[config.mk]
export PLATFORM = sky130hd
export DESIGN_NAME = sta_tile_sequencer
export DESIGN_NICKNAME = d
export VERILOG_FILES = /design/src/rtl/sta_tile_sequencer.sv
export SDC_FILE = /design/constraint.sdc
export NUM_CORES = 1
export LEC_CHECK = 0
export BUFFER_PORTS_ARGS = -buffer_cell sky130_fd_sc_hd__buf_2
export CAP_MARGIN = 25
export CORE_MARGIN = 2
export CORE_UTILIZATION = 30
export DETAILED_ROUTE_END_ITERATION = 7
export GPL_TIMING_DRIVEN = 0
export PLACE_DENSITY_LB_ADDON = 0.25
export REMOVE_ABC_BUFFERS = 1
export SLEW_MARGIN = 10
export SYNTH_ARGS = -nofsm -noshare
export SYNTH_HDL_FRONTEND = slang
export SYNTH_SLANG_ARGS = --single-unit
[constraint.sdc]
create_clock -name clk_i -period 6.2 [get_ports clk_i]
set_clock_uncertainty 0.1 [all_clocks]
set_input_delay 1.24 -clock clk_i [delete_from_list [all_inputs] [get_ports clk_i]]
set_output_delay 1.24 -clock clk_i [all_outputs]
set_load 0.02 [all_outputs]
[src/rtl/sta_tile_sequencer.sv]
// sta_tile_sequencer: paces one output tile through the systolic tensor array.
// A tile command latches a reduction length. Operand beats are then accepted
// under a valid/ready handshake, with the array frozen during source bubbles.
// The pipeline is flushed with zero operands for DRAIN_CYC cycles, and
// completion is signalled.
module sta_tile_sequencer #(
   parameter int N         = 32,
   parameter int M         = 32,
   parameter int K_W       = 16,
   parameter int DRAIN_CYC = N + M
) (
   input  logic           clk_i,
   input  logic           reset_ni,
   input  logic           start_i,
   input  logic [K_W-1:0] k_len_i,
   input  logic           abort_i,
   input  logic           src_valid_i,
   output logic           src_ready_o,
   output logic           array_en_o,
   output logic           zero_fill_o,
   output logic [N-1:0]   col_valid_o,
   output logic [M-1:0]   row_valid_o,
   output logic           busy_o,
   output logic           done_o,
   output logic           aborted_o
);

   localparam int DC_W = (DRAIN_CYC > 1) ? $clog2(DRAIN_CYC) : 1;
   localparam logic [DC_W-1:0] DRAIN_LAST = DC_W'(DRAIN_CYC - 1);

   localparam logic [1:0] IDLE   = 2'd0;
   localparam logic [1:0] STREAM = 2'd1;
   localparam logic [1:0] DRAIN  = 2'd2;
   localparam logic [1:0] DONE   = 2'd3;

   logic [1:0]      state_reg, state_next;
   logic [K_W-1:0]  k_len_reg;
   logic [K_W-1:0]  beat_cnt_reg;
   logic [DC_W-1:0] drain_cnt_reg;
   logic [N-1:0]    col_valid_reg;
   logic [M-1:0]    row_valid_reg;
   logic            aborted_reg;

   logic in_stream;
   logic in_drain;
   logic beat_accept;
   logic last_beat;
   logic last_drain;
   logic mask_in_bit;

   assign in_stream   = (state_reg == STREAM);
   assign in_drain    = (state_reg == DRAIN);

   // An abort cycle never consumes a beat, so ready is withdrawn as well.
   assign src_ready_o = in_stream & ~abort_i;
   assign beat_accept = src_ready_o & src_valid_i;
   assign last_beat   = beat_accept & (beat_cnt_reg == (k_len_reg - K_W'(1)));
   assign last_drain  = in_drain & (drain_cnt_reg == DRAIN_LAST);

   assign array_en_o  = beat_accept | in_drain;
   assign zero_fill_o = in_drain;
   assign busy_o      = (state_reg != IDLE);
   assign done_o      = (state_reg == DONE) & ~abort_i;
   assign aborted_o   = aborted_reg;
   assign col_valid_o = col_valid_reg;
   assign row_valid_o = row_valid_reg;

   // Real operands enter the skew masks only during STREAM; drain shifts in zeros.
   assign mask_in_bit = in_stream;

   // Next-state selection; an abort from any active state returns straight to IDLE.
   always_comb begin
      state_next = state_reg;
      case (state_reg)
         IDLE: begin
            if (start_i) begin
               state_next = (k_len_i == '0) ? DRAIN : STREAM;
            end
         end
         STREAM: begin
            if (abort_i) begin
               state_next = IDLE;
            end else if (last_beat) begin
               state_next = DRAIN;
            end
         end
         DRAIN: begin
            if (abort_i) begin
               state_next = IDLE;
            end else if (last_drain) begin
               state_next = DONE;
            end
         end
         default: state_next = IDLE;
      endcase
   end

   // State, length latch, beat/drain counters and the abort pulse.
   always_ff @(posedge clk_i or negedge reset_ni) begin
      if (!reset_ni) begin
         state_reg     <= IDLE;
         k_len_reg     <= '0;
         beat_cnt_reg  <= '0;
         drain_cnt_reg <= '0;
         aborted_reg   <= 1'b0;
      end else begin
         state_reg   <= state_next;
         aborted_reg <= abort_i & (state_reg != IDLE);

         if ((state_reg == IDLE) && start_i) begin
            k_len_reg    <= k_len_i;
            beat_cnt_reg <= '0;
         end else if (beat_accept) begin
            beat_cnt_reg <= beat_cnt_reg + K_W'(1);
         end

         if (in_drain && !last_drain) begin
            drain_cnt_reg <= drain_cnt_reg + DC_W'(1);
         end else begin
            drain_cnt_reg <= '0;
         end
      end
   end

   // Skewed operand-valid masks: shift only when the array advances, clear on return to IDLE.
   always_ff @(posedge clk_i or negedge reset_ni) begin
      if (!reset_ni) begin
         col_valid_reg <= '0;
         row_valid_reg <= '0;
      end else if (state_next == IDLE) begin
         col_valid_reg <= '0;
         row_valid_reg <= '0;
      end else if (array_en_o) begin
         col_valid_reg <= {col_valid_reg[N-2:0], mask_in_bit};
         row_valid_reg <= {row_valid_reg[M-2:0], mask_in_bit};
      end
   end

endmodule
After elaboration in Yosys (flattened, before gate mapping)
Index checks and enable logic that the tools add are counted.
- $add $sub $neg: 3
- multiply operators: 0
- div/mod/pow operators: 0
- magnitude comparators: 0
- eq/ne operators: 5
- shift operators: 0
- muxes and demuxes: 14
- bitwise gates (word level): 8
- reduce and logical (&&, ||, !) cells: 9
- operators by type and width (cell ; count):
    32-bit 2-to-1 mux ; 4
    16-bit 2-to-1 mux ; 2
    16-bit by 1-bit adder with 16-bit output, second input constant ; 1
    16-bit equality test ; 1
    16-bit zero test ; 1
    16-bit by 1-bit subtractor with 16-bit output, second input constant ; 1
    2-bit 2-to-1 mux ; 6
    6-bit by 1-bit adder with 6-bit output, second input constant ; 1
    1-bit AND ; 6
    6-bit equality test, second input constant ; 1
    6-bit 2-to-1 mux ; 1
    2-bit case mux with 3 select lines ; 1
    2-bit nonzero test ; 3
    2-bit equality test, second input constant ; 2
    2-bit zero test ; 2
    2-bit by 1-bit equality test with 1-bit output, second input constant ; 1
    1-bit logical AND ; 2
    1-bit zero test ; 1
    1-bit inverter ; 1
    1-bit OR ; 1
- bits in registers: 105
- latch bits: 0
- bits in writable memories: 0
- bits in read-only memories: 0
- input port bits: 21
- word-level logic and storage cells: 46
- memories kept: 0

Depth between registers and ports, before layout
- depth in word-level cells: 9
- depth in mapped cells: 8
- mapped depth without buffers: 8

Worst setup path after synthesis
No wires, ideal clock.
- path kind: in2out
- start: input abort_i
- end: output array_en_o
- data arrival time: 2.291 ns
- data required time: 4.860 ns
- setup slack: 2.569 ns
- stages: 5
- path through: nor4bb_1 > buf_2 > nor2_1 > inv_1 > clkbuf_1
- word-level cells in the longest chain between the ends: 4
- ends and longest elaborated chain (what ; line ; text):
    start, declared ; 16 ; input logic abort_i,
    1-bit inverter ; 55 ; assign src_ready_o = in_stream & ~abort_i;
    1-bit AND ; 55 ;
    1-bit AND ; 56 ; assign beat_accept = src_ready_o & src_valid_i;
    1-bit OR ; 60 ; assign array_en_o = beat_accept | in_drain;
    end, declared ; 19 ; output logic array_en_o,
Every way passes these cells.

Worst setup path after layout
Same ends and word-level chain as after synthesis.

==> flow_summary.ini <==
[status]
status = completed

[global_route]
met3_usage_pct = 2.88
first_global_vias = 2903
grt_max_degree = 56
grt_use_met2_pct = 23.0
gr-usage-all-layers_pct = 13.4
antenna_found_initial = 0
grt_busiest_layer = met2
grt_first_pass_wirelength_mm = 14.4
grt.overflow.total = 0
globalRouteMet1Util_pct = 17.0

[cts]
cts.sinks = 73
tritoncts = done
clk_pin_slew_worst_paths_ns = 0.06
cts_setup_buffers = 0
htree_levels = 3
cts_hold_buf = 0
cts-root-buf = clkbuf_16
clockBufferDepth = 2
cts_resized = 0
clock_latency_ns = 0.33
numCtsBuffers = 9

[job]
maxCapViolations = 0

[timing]
setup_viol_count_final = 0
tightest_slew_ns = 0.907
rsz0062_at_grt = false
tns_ns = 0
period_needed_ns = 4.16
slew_headroom_pct = 39.0
hold_viol = 0
report.final.slew_viol_count = 0
fin_crit_sh_pct = 67.1
setup_ws_ns = 2.04
max_freq_ghz = 0.240

[detailed_routing]
drc = 0
drt_iter0_markers = 149
totalWireLength_mm = 8.75
routedWlPerCell_um = 13.2
detail_route.first_pass.iterations = 4
viasPerCell = 4.59
via_count = 3051
ant_nets = 0

[pwr]
swShare_pct = 30.2
p_leak_nw = 2.19
total_power_w = 0.00123
p_int_w = 0.000856
comb_power_share_pct = 15.4
power_frac_seq_pct = 44.2
pwr-share-clk_pct = 40.4
peakVddDrop_uv = 144
pwr_density_cell_nw_per_um2 = 270
switching_power_w = 0.000371

[cells_and_area]
finalInstanceArea_um2 = 4550
multi_input_area_um2 = 1670
final_nets = 512
insertedDiodeCount = 0
drive_above_1_share_pct = 24.3
largest_register_ffs = 32
final_common_cell = nand2_1
layout_common_cells = nand2_1, buf_2, dfrtp_1
syn_to_final_growth_pct = 18.7
ff_latch_area_um2 = 1830
n_fill_cell = 1354

[synth]
yosys.cell_types.count = 45
syn_area_um2 = 3830
synth-warning-count = 0
synth_async_sr_flop_share_pct = 100
synth-edff-count = 0
ys_ff_latch = 73
syn_inst = 435
synth_flop_cell = dfrtp_1
yosysSeqAreaShare_pct = 47.7
syn_area_per_cell_um2 = 8.80

[floorplan]
start_util_pct = 30.6
core_um2 = 12500
pin_count = 91
num_rows = 41
die_w_um = 117
fp.dieH_um = 117
die-area_um2 = 13700

[worst_setup_path]
critPathMaxFanout = 17
cp-end-kind = primary output
worstSetupPathType = in -> out
required_ns = 4.86
worst_setup_path_start_kind = input pin
reg2reg_depth = 6
cp.arrival_ns = 2.82

[placement]
gp_congestion = 0.771
numPortBuffers = 90
post-place-ws_ns = 1.61
dp_hpwl_mm = 6.35
placed_area_um2 = 4250

[hold_path]
whs_path_depth = 1
hold_class = reg -> reg
==> worst paths after layout <==
path	slack, ns	endpoint	from
setup / recovery	2.04	array_en_o	abort_i
min in group asynchronous	0.68	col_valid_o[25]$_DFFE_PN0P_	reset_ni
setup reg to reg	3.66	state_reg[1]$_DFF_PN0_	k_len_reg[2]$_DFFE_PN0P_
hold / removal	0.36	drain_cnt_reg[0]$_DFF_PN0_	drain_cnt_reg[0]$_DFF_PN0_
hold reg to reg	0.36	drain_cnt_reg[0]$_DFF_PN0_	drain_cnt_reg[0]$_DFF_PN0_
max in group asynchronous	4.77	k_len_reg[14]$_DFFE_PN0P_	reset_ni
==> cell families after synthesis <==
logic type / after synthesis / share of synthesized area [%]
XOR/XNOR: 40 / 9.15
flip-flops: 73 / 47.7
adder cells (fa/ha/maj): 3 / 0.980
AO/OA/AOI/OAI: 55 / 8.62
buffers and inverters: 58 / 9.05
AND/OR/NAND/NOR: 205 / 24.2
multiplexers: 1 / 0.261
==> area by class of cell <==
class / count / area share, %
Tap cell: 172 / 4.73
Inverter: 5 / 0.413
Clock inverter: 7 / 1.32
Multi-Input combinational cell: 304 / 36.7
Sequential cell: 73 / 40.2
Timing Repair Buffer: 95 / 11.7
Clock buffer: 9 / 4.95
==> metrics by stage <==
step	cells	hold slack (ns)	utilization [%]
2_1_floorplan	382	0.332	-
3_3_place_gp	644	0.345	33.3
3_5_place_dp	648	0.361	33.9
4_1_cts	664	0.364	36.2
5_1_grt	665	0.394	36.3
6_report	665	0.363	36.3
==> power groups by stage <==
| stage | Sequential [W] | Clock (W) | Combinational, W |
|---|---|---|---|
| 3_5_place_dp | 0.000552 | 0 | 0.000192 |
| 6_report | 0.000542 | 0.000495 | 0.000189 |
| 5_1_grt | 0.000549 | 0.000536 | 0.000215 |
| 2_1_floorplan | 0.000544 | 0 | 0.000127 |
| 3_3_place_gp | 0.000550 | 0 | 0.000180 |
| 4_1_cts | 0.000543 | 0.000515 | 0.000193 |
==> metal layers <==
metal / vias up / routed length, um / share of wire, %
met3: 12 / 449 / 5.1
met2: 98 / 4150 / 47
li1: 1514 / - / -
met1: 1427 / 4040 / 46
met5: - / 0 / 0
met4: 0 / 104 / 1.2
==> critical path, cell delays in order <==
cell and delay, ns:
buf_2 0.14, nor4bb_2 0.40, nor2_2 0.23, buf_8 0.21
inv_1 0.35, buf_2 0.25
==> Yosys cell counts, drive strengths merged, types with 3 or more instances <==
master | number | area (um^2)
nor4 | 8 | 65.1
ha | 3 | 37.5
nand2 | 120 | 453
nor3b | 4 | 35.0
nand3 | 10 | 50.1
nor3 | 7 | 35.0
nand4 | 8 | 50.1
buf | 37 | 268
o21ai | 7 | 35.0
xnor2 | 19 | 166
inv | 5 | 18.8
clkbuf | 16 | 60.1
nor2 | 30 | 113
dfrtp | 73 | 1830
a21oi | 36 | 180
and3 | 3 | 18.8
nand2b | 3 | 18.8
xor2 | 21 | 184
Note: power is estimated with default switching activity, not from simulation.
